## config.mk

```make
export PLATFORM = sky130hd
export DESIGN_NAME = ether_axil_arb
export DESIGN_NICKNAME = d
export VERILOG_FILES = /design/src/rtl/ether_axil_arb.sv
export SDC_FILE = /design/constraint.sdc
export NUM_CORES = 1
export LEC_CHECK = 0
export ABC_AREA = 0
export BUFFER_PORTS_ARGS = -buffer_cell sky130_fd_sc_hd__buf_2
export CAP_MARGIN = 30
export CORE_UTILIZATION = 24
export CTS_CLUSTER_SIZE = 25
export DETAILED_ROUTE_END_ITERATION = 8
export PLACE_DENSITY_LB_ADDON = 0.05
export SYNTH_ARGS = -nofsm -noshare
export SYNTH_HDL_FRONTEND = slang
export SYNTH_SLANG_ARGS = --single-unit
```

## constraint.sdc

```tcl
create_clock -name sys_clk -period 2.75 [get_ports sys_clk]
set_input_delay 0.275 -clock sys_clk [delete_from_list [all_inputs] [get_ports sys_clk]]
set_output_delay 0.275 -clock sys_clk [all_outputs]
set_load 0.02 [all_outputs]
```

## src/rtl/ether_axil_arb.sv

```systemverilog
// Two-port command arbiter in front of a single AXI4-Lite master.
// One transaction in flight; the granted requester gets a one-cycle
// response pulse when the bus transaction completes.
//
//   state   | meaning
//   --------+-------------------------------------------------
//   IDLE    | waiting for a request; grant issued here
//   WR_REQ  | AW and W channels presented, awaiting handshakes
//   WR_RESP | bready high, awaiting bvalid
//   RD_REQ  | AR channel presented, awaiting arready
//   RD_DATA | rready high, awaiting rvalid
//   DONE    | rsp_valid pulse to the granted port
module ether_axil_arb #(
   parameter int unsigned RR = 1
) (
   input  logic        sys_clk,
   input  logic        rst,

   input  logic        p0_req_valid,
   output logic        p0_req_ready,
   input  logic        p0_req_we,
   input  logic [31:0] p0_req_addr,
   input  logic [31:0] p0_req_wdata,
   input  logic [3:0]  p0_req_wstrb,
   output logic        p0_rsp_valid,
   output logic [31:0] p0_rsp_rdata,
   output logic [1:0]  p0_rsp_resp,

   input  logic        p1_req_valid,
   output logic        p1_req_ready,
   input  logic        p1_req_we,
   input  logic [31:0] p1_req_addr,
   input  logic [31:0] p1_req_wdata,
   input  logic [3:0]  p1_req_wstrb,
   output logic        p1_rsp_valid,
   output logic [31:0] p1_rsp_rdata,
   output logic [1:0]  p1_rsp_resp,

   output logic [31:0] awaddr,
   output logic        awvalid,
   input  logic        awready,
   output logic [31:0] wdata,
   output logic [3:0]  wstrb,
   output logic        wvalid,
   input  logic        wready,
   input  logic [1:0]  bresp,
   input  logic        bvalid,
   output logic        bready,
   output logic [31:0] araddr,
   output logic        arvalid,
   input  logic        arready,
   input  logic [31:0] rdata,
   input  logic [1:0]  rresp,
   input  logic        rvalid,
   output logic        rready
);

   typedef enum logic [2:0] {
      IDLE, WR_REQ, WR_RESP, RD_REQ, RD_DATA, DONE
   } state_t;

   state_t      state_q;
   logic        gnt_q;
   logic        last_q;
   logic [31:0] addr_q;
   logic [31:0] wdata_q;
   logic [3:0]  wstrb_q;
   logic        awvalid_q;
   logic        wvalid_q;
   logic        bready_q;
   logic        arvalid_q;
   logic        rready_q;
   logic [1:0]  rsp_valid_q;
   logic [31:0] rsp_rdata_q;
   logic [1:0]  rsp_resp_q;

   logic        gnt_d;
   logic        any_req;
   logic        grant_fire;
   logic        sel_we;
   logic [31:0] sel_addr;
   logic [31:0] sel_wdata;
   logic [3:0]  sel_wstrb;
   logic        aw_fin;
   logic        w_fin;

   // Arbitration and the combinational accept pulse in IDLE.
   always_comb begin
      any_req = p0_req_valid | p1_req_valid;
      if (p0_req_valid && p1_req_valid)
         gnt_d = (RR != 0) ? ~last_q : 1'b0;
      else
         gnt_d = p1_req_valid;
      grant_fire   = (state_q == IDLE) && any_req && !rst;
      p0_req_ready = grant_fire && !gnt_d;
      p1_req_ready = grant_fire && gnt_d;
      sel_we    = gnt_d ? p1_req_we    : p0_req_we;
      sel_addr  = gnt_d ? p1_req_addr  : p0_req_addr;
      sel_wdata = gnt_d ? p1_req_wdata : p0_req_wdata;
      sel_wstrb = gnt_d ? p1_req_wstrb : p0_req_wstrb;
      // A write channel is finished once its valid has dropped or is handshaking now.
      aw_fin = !awvalid_q || awready;
      w_fin  = !wvalid_q  || wready;
   end

   // Transaction sequencer with registered bus and response outputs.
   always_ff @(posedge sys_clk) begin
      if (rst) begin
         state_q     <= IDLE;
         gnt_q       <= 1'b0;
         last_q      <= 1'b1;
         addr_q      <= '0;
         wdata_q     <= '0;
         wstrb_q     <= '0;
         awvalid_q   <= 1'b0;
         wvalid_q    <= 1'b0;
         bready_q    <= 1'b0;
         arvalid_q   <= 1'b0;
         rready_q    <= 1'b0;
         rsp_valid_q <= 2'b00;
         rsp_rdata_q <= '0;
         rsp_resp_q  <= '0;
      end else begin
         case (state_q)
            IDLE: begin
               if (any_req) begin
                  gnt_q   <= gnt_d;
                  last_q  <= gnt_d;
                  addr_q  <= sel_addr;
                  wdata_q <= sel_wdata;
                  wstrb_q <= sel_wstrb;
                  if (sel_we) begin
                     awvalid_q <= 1'b1;
                     wvalid_q  <= 1'b1;
                     state_q   <= WR_REQ;
                  end else begin
                     arvalid_q <= 1'b1;
                     state_q   <= RD_REQ;
                  end
               end
            end
            WR_REQ: begin
               if (awvalid_q && awready) awvalid_q <= 1'b0;
               if (wvalid_q && wready)   wvalid_q  <= 1'b0;
               if (aw_fin && w_fin) begin
                  bready_q <= 1'b1;
                  state_q  <= WR_RESP;
               end
            end
            WR_RESP: begin
               if (bvalid) begin
                  bready_q    <= 1'b0;
                  rsp_resp_q  <= bresp;
                  rsp_rdata_q <= '0;
                  rsp_valid_q <= gnt_q ? 2'b10 : 2'b01;
                  state_q     <= DONE;
               end
            end
            RD_REQ: begin
               if (arready) begin
                  arvalid_q <= 1'b0;
                  rready_q  <= 1'b1;
                  state_q   <= RD_DATA;
               end
            end
            RD_DATA: begin
               if (rvalid) begin
                  rready_q    <= 1'b0;
                  rsp_resp_q  <= rresp;
                  rsp_rdata_q <= rdata;
                  rsp_valid_q <= gnt_q ? 2'b10 : 2'b01;
                  state_q     <= DONE;
               end
            end
            DONE: begin
               rsp_valid_q <= 2'b00;
               state_q     <= IDLE;
            end
            default: state_q <= IDLE;
         endcase
      end
   end

   // Bus outputs straight from registers; responses gated per port so the idle port reads 0.
   always_comb begin
      awaddr  = addr_q;
      araddr  = addr_q;
      wdata   = wdata_q;
      wstrb   = wstrb_q;
      awvalid = awvalid_q;
      wvalid  = wvalid_q;
      bready  = bready_q;
      arvalid = arvalid_q;
      rready  = rready_q;
      p0_rsp_valid = rsp_valid_q[0] && !rst;
      p1_rsp_valid = rsp_valid_q[1] && !rst;
      p0_rsp_rdata = p0_rsp_valid ? rsp_rdata_q : '0;
      p1_rsp_rdata = p1_rsp_valid ? rsp_rdata_q : '0;
      p0_rsp_resp  = p0_rsp_valid ? rsp_resp_q  : '0;
      p1_rsp_resp  = p1_rsp_valid ? rsp_resp_q  : '0;
   end

endmodule
```

==> results.toml, run 1 <==
[sta]
tns_ns = 0
hold_violations = 0
finalSetupViolations = 0
fin_crit_sh = 0.8233
fin_skew_ns = 0.007699
slew_headroom = 0.4382
rsz0062_at_grt = "no"
max_freq_mhz = 441.7
worst_pin_slew_ns = 0.8395
drv_slew = 0
period_needed_ns = 2.264

[clocking]
postCtsSetupRepairBufs = 0
clockBufferDepth = 2
cts_tree = "yes"
h-tree-depth = 4
clock_sinks = 114
cts_root_buf = "clkbuf_16"
ctsResizeCount = 0
ctsHoldBuffers = 0
cts-buffers-inserted = 17
path_clk_slew_ns = 0.06
clk_latency_ns = 0.41

[critical_path]
worstPathRequired_ns = 2.48
worstPathMaxFanout = 28
criticalPathCategory = "flip-flop to output pin"
cp.arrival_ns = 1.99
rr_worst_depth = 5
cp-end-kind = "output pin"
timing.rr.end = "wdata[4]"
worst_setup_path_start_kind = "flip-flop"
reg2reg_slack_ns = 0.84
r2r_start = "state_q[1]"

[hold_path]
whs_endpoint = "araddr[22]"
hold_depth = 3
min_from = "p0_req_addr[22]"
hold_class = "primary input to flip-flop"

[routing]
drtIter0Drc = 266
postRouteWirelength_mm = 20.48
post_drt_wl_per_cell_microns = 15.99
route.detailed.drc = 28
viasPerCell = 4.548
drtAntennaViolNets = 0
vias = 5826
dr.pass1.iters = 7

[run]
max_cap_violations = 0

[synthesis]
yosysSeqAreaShare = 0.4210
synth.most_common_cell = "dfxtp_1"
netlist_instances = 689
synth_nets = 872
ys_types = 35
synth_xor_area_frac = 0
synth_area_sq_mm = 0.005421
ys.flop_type = "dfxtp_1"
yosys.area.top_type = "dfxtp_1"
synth_edf_count = 0
synth_top_family_by_area = "simple AND/OR/NAND/NOR gates"
synth-simple-area-share = 0.2409
synth_mux_area_frac = 0.001846
ys_seq_elements = 114
async_flop_share = 0
synth_area_per_cell_sq_um = 7.869
synth_compound_area_frac = 0.2377
ys_top_cells_by_area = "dfxtp_1 (42%), a211oi_1 (9.6%), and2_1 (7.8%)"
synth_commonest_cells = "dfxtp_1 (114), nor2_1 (106), nand2_1 (84), a21oi_1 (78), a211oi_1 (69)"
synth_top_area_share = 0.4210
synth_fa_ha_area_frac = 0
yosysWarnings = 0

[floorplanning]
dieArea_sq_mm = 0.02319
placementRows = 54
io_pins = 360
fp.dieW_microns = 152.3
die_y_microns = 152.3
start_util = 0.2469
coreArea_sq_mm = 0.02196

[final_layout]
stdcell_count = 1281
n_fill_cell = 2377
syn_to_final_growth_pct = 44.10
finalNetCount = 1169
drive_gt1_frac = 0.4078

[pwr]
p_total_mw = 8.629
vdd.ir_drop.worst_uv = 292.1
p_leak_nw = 3.908
pwr-share-seq = 0.304
switching_share = 0.4262
clockPowerShare = 0.258
power_density_mw_per_mm2 = 1105
p_comb_frac = 0.438
p_int_mw = 4.951
p_switching_mw = 3.678

[status]
status = "finished with violations"
violations = "design-rule violations"

[global_route]
grt-ovfl-total = 0
grt_pass1_vias = 5510
grt_usage = 0.1741
grt_pass1_wl_mm = 31.51
antenna_found_initial = 4
grt_max_degree = 85

[placement]
port-buffer-count = 359
globalplace.congestion = 0.7243
dpl.hpwl_mm = 14.17
dp.cells = 1247
-- power groups by stage --
stage	Clock, mW	Combinational, mW	Sequential, mW
2_1_floorplan	0	2.30	3.13
3_3_place_gp	0	3.84	2.67
3_5_place_dp	0	3.84	2.66
4_1_cts	2.31	3.85	2.63
5_1_grt	2.39	4.13	2.71
6_report	2.23	3.78	2.62
-- sequential cells by signal, summed over array words and instances (netlist names) --
| name | cells |
|---|---|
| araddr | 32 |
| arvalid | 1 |
| awvalid | 1 |
| bready | 1 |
| gnt_q | 1 |
| last_q | 1 |
| rready | 1 |
| rsp_rdata_q | 32 |
| rsp_resp_q | 2 |
| rsp_valid_q | 2 |
| state_q | 3 |
| wdata | 32 |
| wstrb | 4 |
| wvalid | 1 |
-- worst max path at each step --
stage                  from      endpoint  slack [ns]  cells after the start
2_1_floorplan    state_q[1]  p0_req_ready        0.98                      4
3_5_place_dp     state_q[1]     wdata[22]        0.84                      5
4_1_cts          state_q[1]  p0_req_ready        0.45                      4
3_3_place_gp   p1_req_valid     wdata[16]        0.84                      5
5_1_grt          state_q[1]  p0_req_ready        0.28                      4
6_report         state_q[1]  p0_req_ready        0.49                      4
-- area by class of cell --
| type | count | area (sq um) | area share |
|---|---|---|---|
| diodes | 3 | 7.507 | 0.0009609 |
| repair buffers | 369 | 1937 | 0.2479 |
| well taps | 280 | 350.3 | 0.04484 |
| clock inverters | 11 | 137.6 | 0.01762 |
| flip-flops and latches | 114 | 2282 | 0.2921 |
| clock buffers | 20 | 446.7 | 0.05717 |
| multi-input cells | 480 | 2636 | 0.3374 |
| inverters | 4 | 15.01 | 0.001922 |
-- cell families after synthesis --
group / Yosys count
and+or+nand+nor: 282
AOI/OAI and AO/OA: 197
DFF: 114
buffers and inverters: 95
muxes: 1
-- critical path, cell delays in order (launching register included) --
cell and delay (ns):
dfxtp_1 0.45, nor3_4 0.38, o21ai_4 0.30, nor3_1 0.24
buf_2 0.19
-- through the flow --
stage	hold WS [ns]	instance area (sq um)	setup WS, ns	utilization
floorplan	0.3911	5421	0.9838	-
global placement	0.4723	7221	0.8424	0.3288
detailed placement	0.4817	7221	0.8396	0.3288
CTS	0.07907	7805	0.4520	0.3554
global route	0.09168	7812	0.2828	0.3558
finish	0.09572	7812	0.4859	0.3558
-- layer usage --
| layer | global-route usage | part of all wire | up-vias |
|---|---|---|---|
| li1 | - | - | 2922 |
| met1 | 0.2121 | 0.43 | 2675 |
| met2 | 0.2941 | 0.49 | 208 |
| met3 | 0.04778 | 0.070 | 19 |
| met4 | 0.05977 | 0.012 | 2 |
| met5 | 0 | 0.00039 | - |
-- cells in the final DEF, fill, tap and decap left out, types with 4 or more instances in the layout --
cell and n:
nor2_1 106, buf_12 5, a22oi_1 33, buf_4 6
a211oi_1 69, nand2_1 83, and2_1 68, a21oi_1 78
buf_2 358, clkbuf_16 17, clkinv_2 5, inv_1 4
nand2b_1 5, dfxtp_1 114
Power figures use the tool's default switching activity.
==> run 2, diff against run 1 <==
==> constraint.sdc (replaced) <==
create_clock -name sys_clk -period 2.2 [get_ports sys_clk]
set_input_delay 0.22 -clock sys_clk [delete_from_list [all_inputs] [get_ports sys_clk]]
set_output_delay 0.22 -clock sys_clk [all_outputs]
set_load 0.02 [all_outputs]
==> run 2 against run 1 <==
  * The run still ends with design-rule violations left
  * Highest routed layer is now met4
  * Total power increased by 29%
  * Global-route usage increased by 0.080 points
  * Combinational power increased by 30%
  * Critical path depth increased by 1
  * Sequential power increased by 24%
  * Final area increased by 1.6%
  * Die area unchanged
  * Critical path type unchanged
  * Routed wire length increased by 1.4%
  * Hold slack got worse by 0.051 ns
==> results.toml, run 2 (synthesized netlist as in run 1, its figures left out) <==
[status]
status = "finished with violations"
violations = "design-rule violations"

[final_layout]
syn_to_final_growth_pct = 46.34
finalNetCount = 1179
final_design_area_no_fill_sq_mm = 0.007934
n_fill_cell = 2389
mostFrequentLayoutCells = "buf_2 (358), dfxtp_1 (114), nor2_1 (106), nand2_1 (83), a21oi_1 (78)"
drive_gt1_frac = 0.4143
final_common_cell = "buf_2"

[sta]
finalSetupViolations = 0
drv_slew = 0
rsz0062_at_grt = "no"
fin_crit_sh = 0.9220
period_needed_ns = 2.028
worst_pin_slew_ns = 0.5978
hold_violations = 0
max_freq_mhz = 493.0
fin_skew_ns = 0.01114
tns_ns = 0
slew_headroom = 0.6014

[floorplanning]
start_util = 0.2469
coreArea_sq_mm = 0.02196
dieArea_sq_mm = 0.02319
placementRows = 54
io_pins = 360
die_y_microns = 152.3
fp.dieW_microns = 152.3

[routing]
route.detailed.drc = 28
dr.pass1.iters = 7
m1WireLength_mm = 8.775
viasPerCell = 4.570
wl_met2_mm = 10.14
drtIter0Drc = 297
routed.top_layer = "met4"
post_drt_wl_per_cell_microns = 16.07
drtAntennaViolNets = 0
postRouteWirelength_mm = 20.76
vias = 5904
dr_wl_met3_mm = 1.539

[clocking]
h-tree-depth = 4
clockBufferDepth = 2
cts-buffers-inserted = 17
clock_sinks = 114
path_clk_slew_ns = 0.06
cts_tree = "yes"
clk_latency_ns = 0.41
cts_root_buf = "clkbuf_16"

[pwr]
p_leak_nw = 3.969
vdd.ir_drop.worst_uv = 490.6
power_density_mw_per_mm2 = 1402

[placement]
dpl.hpwl_mm = 14.23
globalplace.congestion = 0.7598
place_area_sq_mm = 0.007273
port-buffer-count = 359

[critical_path]
worstPathMaxFanout = 12
cp_slowest_cell = "dfxtp_1"
rr_worst_depth = 7
crit_chain = "buf_4 > nor3_4 > o21ai_4 > nor3_1 > buf_2"
cp-end-kind = "output pin"
criticalPathCategory = "flip-flop to output pin"
timing.rr.end = "wdata[9]"
worst_setup_path_start_kind = "flip-flop"
cp_slowest_stage_delay_ns = 0.34
r2r_start = "state_q[2]"
reg2reg_slack_ns = 0.35
cp.arrival_ns = 1.81
worstPathRequired_ns = 1.98

[hold_path]
hold_class = "primary input to flip-flop"
hold_depth = 3
min_from = "p0_req_addr[31]"
whs_endpoint = "araddr[31]"

[global_route]
grt_max_degree = 81
grt_usage = 0.1749
grt_pass1_wl_mm = 31.82
grt-ovfl-total = 0
grt_pass1_vias = 5610
antenna_found_initial = 3

[run]
max_cap_violations = 0
## run 2: cell count changes in the layout (fill, tap and decap cells not counted), sizes merged
cell    delta
o21ai      +1
buf        +9
bufinv     +1
## run 2: power breakdown
group	internal, mW	total [mW]	leakage [nW]	switching, mW
registers	2.76	3.25	0.937	0.492
logic	1.74	4.90	2.74	3.16
clock network	1.93	2.97	0.296	1.04
total	6.43	11.1	3.97	4.69
## run 2: metrics by stage
step	util	worst slack (ns)	power, mW	cells	hold slack [ns]
finish	0.3613	0.1717	11.12	1292	0.04472
global route	0.3613	0.03914	11.90	1292	0.02967
CTS	0.3599	0.02213	11.23	1286	0.02644
detailed placement	0.3312	0.3139	8.193	1254	0.4734
global placement	0.3312	0.3233	8.245	1254	0.4672
floorplan	-	0.4888	6.785	689	0.3361
## run 2: worst max-delay path, delay by kind of cell, from the launching register on
kind / cells / cell delay, ns
and+or+nand+nor: 2 / 0.48
buffers and inverters: 2 / 0.38
DFF: 1 / 0.34
AOI/OAI and AO/OA: 1 / 0.20
## run 2: how the worst max path moves through the flow
stage | cells after the start | slack (ns) | to | startpoint
6_report | 5 | 0.17 | p0_req_ready | state_q[2]
5_1_grt | 5 | 0.04 | p0_req_ready | state_q[2]
4_1_cts | 4 | 0.02 | p0_req_ready | state_q[0]
3_5_place_dp | 5 | 0.31 | rsp_resp_q[1] | state_q[0]
3_3_place_gp | 5 | 0.32 | rsp_resp_q[1] | state_q[0]
2_1_floorplan | 4 | 0.49 | p0_req_ready | state_q[1]
## run 2: cell type report
| class | instances | area (sq um) | share of cell area |
|---|---|---|---|
| Antenna cell | 3 | 7.507 | 0.0009462 |
| Clock buffer | 20 | 446.7 | 0.05630 |
| Clock inverter | 12 | 182.7 | 0.02302 |
| Inverter | 4 | 15.01 | 0.001892 |
| Multi-Input combinational cell | 481 | 2645 | 0.3334 |
| Sequential cell | 114 | 2282 | 0.2877 |
| Tap cell | 280 | 350.3 | 0.04416 |
| Timing Repair Buffer | 378 | 2004 | 0.2526 |
## run 2: routing by layer
layer,vias up,GRT usage
met3,18,0.05063
met1,2702,0.2090
met2,234,0.2952
li1,2950,-
met4,0,0.06754
met5,-,0
## run 2: timing repair
item                       CTS  global route
setup endpoints to repair    0             1
hold buffers                 0             0
buffers inserted             0             2
gates resized for setup      0             0
==> run 3, diff against run 2 <==
--- a/config.mk
+++ b/config.mk
@@ -8,6 +8,7 @@
 export ABC_AREA = 0
 export BUFFER_PORTS_ARGS = -buffer_cell sky130_fd_sc_hd__buf_2
 export CAP_MARGIN = 30
+export CORE_ASPECT_RATIO = 2
 export CORE_UTILIZATION = 24
 export CTS_CLUSTER_SIZE = 25
 export DETAILED_ROUTE_END_ITERATION = 8
==> run 3 against run 2 <==
  * The flow now finishes without violations
  * Sequential power about the same
  * First-iteration DRC count decreased by 22%
  * Sequential cell count unchanged
  * Global-route usage is 1.1 points higher
  * Final area decreased by 1.9%
  * Worst setup slack improved by 0.0043 ns
  * Die area up 0.16%
  * Sequential share of layout area increased by 0.56 points
  * Via count is 0.12% lower
  * Critical path depth decreased by 1
  * Critical endpoint unchanged
  * Largest cell class unchanged
  * Largest power group unchanged
  * Highest routed layer unchanged
==> results.toml, run 3 (synthesized netlist as in run 1, its figures left out) <==
[sta]
max_freq_mhz = 494.1
fin_crit_sh = 0.9200
drv_slew = 0
slew_headroom = 0.4815
rsz0062_at_grt = "no"
tns_ns = 0
fin_skew_ns = 0.007625
worst_pin_slew_ns = 0.7777
finalSetupViolations = 0
period_needed_ns = 2.024
hold_violations = 0

[floorplanning]
coreArea_sq_mm = 0.02216
start_util = 0.2447
placementRows = 77
dieArea_sq_mm = 0.02323
io_pins = 360
die_y_microns = 214.6
fp.dieW_microns = 108.3

[final_layout]
final_common_cell = "buf_2"
syn_to_final_growth_pct = 43.53
drive_gt1_frac = 0.4086
n_fill_cell = 2474
finalNetCount = 1174
mostFrequentLayoutCells = "buf_2 (358), dfxtp_1 (114), nor2_1 (106), nand2_1 (83), a21oi_1 (78)"

[clocking]
cts_root_buf = "clkbuf_16"
clock_sinks = 114
cts-buffers-inserted = 17
clockBufferDepth = 2
cts_tree = "yes"
path_clk_slew_ns = 0.06
h-tree-depth = 4
clk_latency_ns = 0.42

[global_route]
grt-ovfl-total = 0
grt_pass1_vias = 5829
grt_max_degree = 65
grt_usage = 0.1856
antenna_found_initial = 2
grt_pass1_wl_mm = 32.45

[pwr]
p_leak_nw = 3.911
p_total_mw = 10.68
vdd.ir_drop.worst_uv = 526.1
power_density_mw_per_mm2 = 1373

[status]
status = "complete, no violations"

[critical_path]
worstPathMaxFanout = 15
r2r_start = "state_q[1]"
reg2reg_slack_ns = 0.38
cp-end-kind = "output pin"
worst_setup_path_start_kind = "flip-flop"
worstPathRequired_ns = 1.98
criticalPathCategory = "flip-flop to output pin"
cp.arrival_ns = 1.80
critPathLaunch = "state_q[1]"

[routing]
post_drt_wl_per_cell_microns = 16.94
drtIter0Drc = 231
route.detailed.drc = 0
vias = 5897
viasPerCell = 4.611
drtAntennaViolNets = 0
dr.pass1.iters = 4
postRouteWirelength_mm = 21.66

[hold_path]
min_from = "p0_req_wdata[11]"
hold_class = "primary input to flip-flop"

[placement]
dpl.hpwl_mm = 15.69
globalplace.congestion = 0.7826
port-buffer-count = 359

[run]
max_cap_violations = 0
## run 3: changes by cell type in the layout (fill, tap and decap cells not counted), moves of 2 or more
cell        before  now
clkinv_4         4    0
clkinv_2         1    4
bufinv_16        4    1
clkinvlp_4       3    1
buf_4           15   12
clkbuf_8         1    3
## run 3: final cells by class
cell class / count / area (sq um) / area share
multi-input combinational: 480 / 2636 / 0.3388
sequential: 114 / 2282 / 0.2933
timing repair buffer: 374 / 1962 / 0.2521
clock buffer: 23 / 478.0 / 0.06142
tap: 276 / 345.3 / 0.04438
clock inverter: 6 / 57.56 / 0.007397
inverter: 4 / 15.01 / 0.001930
antenna: 2 / 5.005 / 0.0006432
## run 3: path summary, 6_finish.rpt
path / end / cells past startpoint
max: p0_req_ready / 4
min: wdata[11] / 3
max reg2reg: arvalid / 6
min reg2reg: gnt_q / 2
## run 3: worst max-delay path: stages, from the launching register on
cell	delay (ns)
dfxtp_1	0.45
nor3_4	0.30
o21ai_4	0.20
nor3_1	0.23
buf_2	0.21
## run 3: per-layer routing
metal,track usage,vias up,part of all wire
li1,-,2937,-
met1,0.1878,2679,0.37
met2,0.3442,252,0.54
met3,0.05228,29,0.073
met4,0.07928,0,0.021
met5,0,-,0
## run 3: power breakdown
group          total, mW  leakage, nW  internal [mW]  switching (mW)
Clock               2.58        0.265           1.61           0.968
Sequential          3.28        0.937           2.76           0.520
Combinational       4.82         2.71           1.70            3.12
## run 3: repair_timing
action / in CTS / in global routing
pin swaps: 1 / 1
gates resized for setup: 0 / 0
setup buffers: 0 / 2
setup endpoints to repair: 1 / 1
hold buffers: 0 / 0
## run 3: through the flow
step | utilization | setup slack [ns] | std cells | hold slack [ns] | instance area, sq um
2_1_floorplan | - | 0.4888 | 689 | 0.3361 | 5421
3_3_place_gp | 0.3261 | 0.3965 | 1246 | 0.4611 | 7226
3_5_place_dp | 0.3261 | 0.3800 | 1246 | 0.4580 | 7226
4_1_cts | 0.3503 | 0.001137 | 1275 | 0.01109 | 7761
5_1_grt | 0.3512 | 0.02883 | 1279 | 0.02758 | 7781
6_report | 0.3512 | 0.1760 | 1279 | 0.03857 | 7781
